`config.mk`:
```
export PLATFORM = sky130hd
export DESIGN_NAME = mem_arbiter
export DESIGN_NICKNAME = d
export VERILOG_FILES = /design/src/rtl/mem_arbiter.sv
export SDC_FILE = /design/constraint.sdc
export NUM_CORES = 1
export LEC_CHECK = 0
export ABC_CLOCK_PERIOD_IN_PS = 3450
export BUFFER_PORTS_ARGS = -buffer_cell sky130_fd_sc_hd__buf_2
export CAP_MARGIN = 20
export CELL_PAD_IN_SITES_DETAIL_PLACEMENT = 0
export CELL_PAD_IN_SITES_GLOBAL_PLACEMENT = 1
export CORE_ASPECT_RATIO = 1.25
export CORE_MARGIN = 3
export CORE_UTILIZATION = 32
export DETAILED_ROUTE_END_ITERATION = 6
export GPL_TIMING_DRIVEN = 0
export MAX_ROUTING_LAYER = met4
export PLACE_DENSITY_LB_ADDON = 0.1
export SLEW_MARGIN = 20
export SYNTH_ARGS = -nofsm -noshare
export SYNTH_HDL_FRONTEND = slang
export SYNTH_SLANG_ARGS = --single-unit
```
`constraint.sdc`:
```
create_clock -name clk -period 3.45 [get_ports clk]
set_input_delay 0.345 -clock clk [delete_from_list [all_inputs] [get_ports clk]]
set_output_delay 0.345 -clock clk [all_outputs]
set_load 0.02 [all_outputs]
```
`src/rtl/mem_arbiter.sv`:
```
// Two-port arbiter serialising CPU and debug/loader accesses onto one shared memory.
// Define MEM_ARB_CPU_PRIO_EN for fixed CPU priority; round-robin otherwise.
module mem_arbiter #(
  parameter int unsigned ADDR_W  = 10,
  parameter int unsigned MEM_LAT = 1
) (
  input  logic              clk,
  input  logic              rst,
  input  logic              cpu_req,
  input  logic              cpu_we,
  input  logic [ADDR_W-1:0] cpu_addr,
  input  logic [31:0]       cpu_wdata,
  output logic              cpu_gnt,
  output logic              cpu_done,
  output logic [31:0]       cpu_rdata,
  input  logic              dbg_req,
  input  logic              dbg_we,
  input  logic [ADDR_W-1:0] dbg_addr,
  input  logic [31:0]       dbg_wdata,
  output logic              dbg_gnt,
  output logic              dbg_done,
  output logic [31:0]       dbg_rdata,
  output logic              mem_en,
  output logic              mem_we,
  output logic [ADDR_W-1:0] mem_addr,
  output logic [31:0]       mem_wdata,
  input  logic [31:0]       mem_rdata,
  output logic              busy
);

  typedef enum logic [1:0] {StIdle, StAccess, StWait, StDone} state_e;

  localparam logic OwnCpu = 1'b0;
  localparam logic OwnDbg = 1'b1;

  state_e            state_q, state_d;
  logic              owner_q, owner_d;
  logic              last_owner_q, last_owner_d;
  logic              we_q, we_d;
  logic [2:0]        cnt_q, cnt_d;
  logic [ADDR_W-1:0] mem_addr_q, mem_addr_d;
  logic [31:0]       mem_wdata_q, mem_wdata_d;
  logic              mem_en_q, mem_en_d;
  logic              mem_we_q, mem_we_d;
  logic              cpu_gnt_q, cpu_gnt_d;
  logic              dbg_gnt_q, dbg_gnt_d;
  logic              cpu_done_q, cpu_done_d;
  logic              dbg_done_q, dbg_done_d;
  logic [31:0]       cpu_rdata_q, cpu_rdata_d;
  logic [31:0]       dbg_rdata_q, dbg_rdata_d;
  logic              win_dbg;

  always_comb begin
`ifdef MEM_ARB_CPU_PRIO_EN
    win_dbg = dbg_req & ~cpu_req;
`else
    // On a tie the port that was not granted last time wins.
    win_dbg = dbg_req & (~cpu_req | (last_owner_q == OwnCpu));
`endif
  end

  always_comb begin
    state_d      = state_q;
    owner_d      = owner_q;
    last_owner_d = last_owner_q;
    we_d         = we_q;
    cnt_d        = cnt_q;
    mem_addr_d   = mem_addr_q;
    mem_wdata_d  = mem_wdata_q;
    cpu_rdata_d  = cpu_rdata_q;
    dbg_rdata_d  = dbg_rdata_q;

    unique case (state_q)
      StIdle: begin
        if (cpu_req | dbg_req) begin
          state_d      = StAccess;
          owner_d      = win_dbg;
          last_owner_d = win_dbg;
          we_d         = win_dbg ? dbg_we    : cpu_we;
          mem_addr_d   = win_dbg ? dbg_addr  : cpu_addr;
          mem_wdata_d  = win_dbg ? dbg_wdata : cpu_wdata;
        end
      end
      StAccess: begin
        if (we_q) begin
          state_d = StDone;
        end else begin
          cnt_d   = 3'(MEM_LAT);
          state_d = StWait;
        end
      end
      StWait: begin
        cnt_d = cnt_q - 3'd1;
        if (cnt_q == 3'd1) begin
          state_d = StDone;
          if (owner_q == OwnDbg) begin
            dbg_rdata_d = mem_rdata;
          end else begin
            cpu_rdata_d = mem_rdata;
          end
        end
      end
      StDone:  state_d = StIdle;
      default: state_d = StIdle;
    endcase

    // Strobes are registered, so they are decoded from the state being entered.
    mem_en_d   = (state_d == StAccess);
    mem_we_d   = (state_d == StAccess) & we_d;
    cpu_gnt_d  = (state_d == StAccess) & (owner_d == OwnCpu);
    dbg_gnt_d  = (state_d == StAccess) & (owner_d == OwnDbg);
    cpu_done_d = (state_d == StDone) & (owner_d == OwnCpu);
    dbg_done_d = (state_d == StDone) & (owner_d == OwnDbg);
  end

  always_ff @(posedge clk or posedge rst) begin
    if (rst) begin
      state_q      <= StIdle;
      owner_q      <= OwnCpu;
      last_owner_q <= OwnDbg;
      we_q         <= 1'b0;
      cnt_q        <= 3'd0;
      mem_addr_q   <= '0;
      mem_wdata_q  <= '0;
      mem_en_q     <= 1'b0;
      mem_we_q     <= 1'b0;
      cpu_gnt_q    <= 1'b0;
      dbg_gnt_q    <= 1'b0;
      cpu_done_q   <= 1'b0;
      dbg_done_q   <= 1'b0;
      cpu_rdata_q  <= '0;
      dbg_rdata_q  <= '0;
    end else begin
      state_q      <= state_d;
      owner_q      <= owner_d;
      last_owner_q <= last_owner_d;
      we_q         <= we_d;
      cnt_q        <= cnt_d;
      mem_addr_q   <= mem_addr_d;
      mem_wdata_q  <= mem_wdata_d;
      mem_en_q     <= mem_en_d;
      mem_we_q     <= mem_we_d;
      cpu_gnt_q    <= cpu_gnt_d;
      dbg_gnt_q    <= dbg_gnt_d;
      cpu_done_q   <= cpu_done_d;
      dbg_done_q   <= dbg_done_d;
      cpu_rdata_q  <= cpu_rdata_d;
      dbg_rdata_q  <= dbg_rdata_d;
    end
  end

  assign cpu_gnt   = cpu_gnt_q;
  assign dbg_gnt   = dbg_gnt_q;
  assign cpu_done  = cpu_done_q;
  assign dbg_done  = dbg_done_q;
  assign cpu_rdata = cpu_rdata_q;
  assign dbg_rdata = dbg_rdata_q;
  assign mem_en    = mem_en_q;
  assign mem_we    = mem_we_q;
  assign mem_addr  = mem_addr_q;
  assign mem_wdata = mem_wdata_q;
  assign busy      = (state_q != StIdle);

endmodule

```
==> key figures <==
Critical path
  – CP arrival: around 2.3 ns
  – Reg-to-Reg Start: state_q[0]
  – Largest fanout on the critical path: 10
  – CP startpoint kind: flip-flop
  – CP endpoint: mem_wdata[12]
  – FF-to-FF setup slack: 1.53 ns
  – Critical Path Start: state_q[0]
  – Setup CP Type: reg -> reg
  – R2R cell count: 7
  – R2r endpoint: mem_wdata[12]
  – Required @ worst endpoint: approximately 3.8 ns
  – Crit end category: flip-flop

Timing
  – Post-layout min period: 1.92 ns
  – Fin Clk Skew: 0.00697 ns
  – Slew Limit Fails: 0
  – Setup TNS: 0 ns
  – Max-slew headroom: 68.2%
  – RSZ-0062 raised after global routing: false
  – Min Hold Slack: 0.164 ns
  – Crit share post-route: 55.7%
  – Fmax: just over 0.5 GHz
  – Fin. Hold Viols: 0
  – Setup Viol. Count Final: 0
  – Least-Margin Pin Slew: 0.476 ns

Synth
  – Yosys top cell area share: 59.8%
  – Warning count from the yosys run: 0
  – Syn_nets: 513
  – Post-synth EDFFs: 0
  – Async SR Flop Fraction: 100%
  – Most area-consuming cells after synthesis: dfrtp_1 (60%), mux2_2 (14%), mux2i_1 (8.4%)
  – Post-synth top cells: dfrtp_1 (119), mux2_2 (60), nand2_1 (50)
  – Flops & latches, synth: 120
  – Cell variety after synth: 33
  – Count leader, synth: dfrtp_1
  – Top_reg_cell synth: dfrtp_1
  – Syn avg cell area: 12.9 um2
  – Post-synthesis sequential area ratio: ~60%
  – Cell Area, Synth: 0.00498 mm2
  – Area leader, netlist: dfrtp_1
  – Gate Count Post-Synth: 385

Final layout
  – Number of nets in the layout: 771
  – Share of layout cells above drive strength 1: a little over half
  – Fillcell total: 1500
  – Multi-input gate area in the final layout: 0.00182 mm2
  – FF/Latch Area: 0.00300 mm2
  – Area grow syn2layout: 42.7%
  – Ant diodes: 0

Detailed routing
  – Pre-antenna DRT Iters: 4
  – Avg WL per Cell: 14.6 um
  – Vias per cell: 4.44
  – Routed wire length: 12600 um
  – DRC Markers: 0
  – Initial DRC Count: 127
  – Vias: 3832
  – Detail Route Antenna Nets: 0

Pwr
  – Net Sw Frac: 39.0%
  – Pint: between 0.004 and 0.005 W
  – Seq pwr share: 33.9%
  – Worst vdd ir: 0.322 mV
  – Combinational share of power: 42.0%
  – Leakage: 3.59 nW
  – Psw: 0.00280 W
  – Total power: ~0.0072 W
  – Clock share of power: 24.1%
  – Pwr Density: 1010 mW/mm2

Placement
  – Port Buffers: 234
  – RD Place Congestion: around 0.73
  – HPWL Detailed: 9820 um

Run
  – Max cap viols: 0

Clock tree
  – CTS H-tree lvls: 4
  – Clock Latency Late Sink: 0.41 ns
  – CTS tree: done
  – CTS max path bufs: 2
  – Clk sinks: 120
  – Post-CTS Setup Repair Bufs: 0
  – CTS root buf: clkbuf_16
  – Reg clk slew, reported paths: 0.06 ns
  – Num CTS Buffers: 17
  – Post-CTS sizing: 0

Floorplan
  – Std-Cell Rows: 50
  – Die Wd: 118 um
  – Starting density of the core: 32.9%
  – DIE AREA: about 0.017 mm2
  – Io pins: 235
  – Vert. Die Dim: 145 um
  – Core area: roughly 0.015 mm2

Status
  – Status: finished, final reports clean

Global routing
  – Gr usage total: 15.5%
  – First-pass GRT wire length: 20600 um
  – GRT Residual Overflow: 0
  – Initial antenna violation count: 0
  – Largest net degree at the start of global routing: 33
  – Vias in the first global route: 4071

Worst hold path
  – Hold Path Class: in -> reg
[critical path, cell delays in order, from the launching register on]
cell	delay, ns
dfrtp_1	0.41
inv_1	0.11
ha_1	0.30
o21ai_1	0.18
buf_2	0.26
clkbuf_1	0.39
nand2_1	0.10
o21ai_0	0.09
[layout by cell type, fill, tap and decap left out, types with 2 or more instances in the layout]
master	count
buf_2	239
dfrtp_1	119
mux2_2	60
nand2_1	50
mux2i_1	42
o21ai_0	39
clkbuf_16	17
o21ai_1	8
inv_1	7
clkbuf_1	7
clkinvlp_4	6
ha_1	6
mux2_1	4
buf_4	4
nor2_1	4
buf_6	4
nand3_1	3
a21oi_1	3
clkinv_2	3
a31oi_1	2
and3_1	2
bufinv_16	2
clkinv_4	2
inv_6	2
buf_16	2
buf_12	2
[how the worst min path moves through the flow]
stage                        startpoint            end  slack (ns)  cells past startpoint
after floorplan                 cpu_req   last_owner_q        0.41                      1
after global placement      mem_addr[7]    mem_addr[7]        0.46                      2
after detailed placement            rst  mem_wdata[15]        0.40                      2
after CTS                 mem_rdata[25]  dbg_rdata[25]        0.14                      2
after global routing      mem_rdata[25]  cpu_rdata[25]        0.15                      2
final                     mem_rdata[25]  dbg_rdata[25]        0.16                      2
[cell families after synthesis]
| kind of cell | count (synthesis) | share of synthesized area [%] |
|---|---|---|
| muxes | 106 | 22.9 |
| AOI/OAI and AO/OA | 56 | 5.88 |
| adders and majority gates | 6 | 1.51 |
| and+or+nand+nor | 69 | 6.18 |
| DFF | 120 | 60.4 |
| buffers and inverters | 28 | 3.14 |
[power by group through the flow]
| stage | Sequential, W | Clock, W | Combinational, W |
|---|---|---|---|
| final | 0.00243 | 0.00173 | 0.00301 |
| after global routing | 0.00253 | 0.00185 | 0.00328 |
| after CTS | 0.00244 | 0.00178 | 0.00307 |
| after detailed placement | 0.00246 | 0 | 0.00307 |
| after global placement | 0.00243 | 0 | 0.00302 |
| after floorplan | 0.00323 | 0 | 0.00118 |
[repair_timing]
action                                 in CTS  in global routing
hold buffers                                1                  0
endpoints found under the hold margin      16                  0
setup endpoints to repair                   0                  0
[cell type report]
| type | instances | area share [%] |
|---|---|---|
| Buffer | 20 | 1.78 |
| Clock buffer | 18 | 6.18 |
| Clock inverter | 14 | 2.08 |
| Inverter | 8 | 0.476 |
| Multi-Input combinational cell | 237 | 25.6 |
| Sequential cell | 120 | 42.3 |
| Tap cell | 208 | 3.66 |
| Timing Repair Buffer | 239 | 18.0 |
[flip-flops by register name, summed over array words and instances, names as in the netlist]
name          flops
cnt_q             3
cpu_done          1
cpu_gnt           1
cpu_rdata        32
dbg_done          1
dbg_gnt           1
dbg_rdata        32
last_owner_q      1
mem_addr         10
mem_en            1
mem_wdata        32
mem_we            1
owner_q           1
state_q           2
we_q              1
[per-layer routing]
layer  global-route usage [%]  wire length [um]
met1                     18.2              5410
met2                     25.0              6090
met4                     5.10               150
met5                        -                 0
met3                     5.64               964
[per-stage QoR]
step | utilization [%] | instance area (um2) | instances | worst slack, ns
after floorplan | - | 4980 | 385 | 1.64
after global placement | 42.4 | 6410 | 827 | 0.831
after detailed placement | 43.0 | 6510 | 831 | 1.50
after CTS | 46.9 | 7100 | 864 | 1.49
after global routing | 46.9 | 7100 | 864 | 1.25
final | 46.9 | 7100 | 864 | 1.53
No activity file was read; power rests on OpenSTA's default activity.
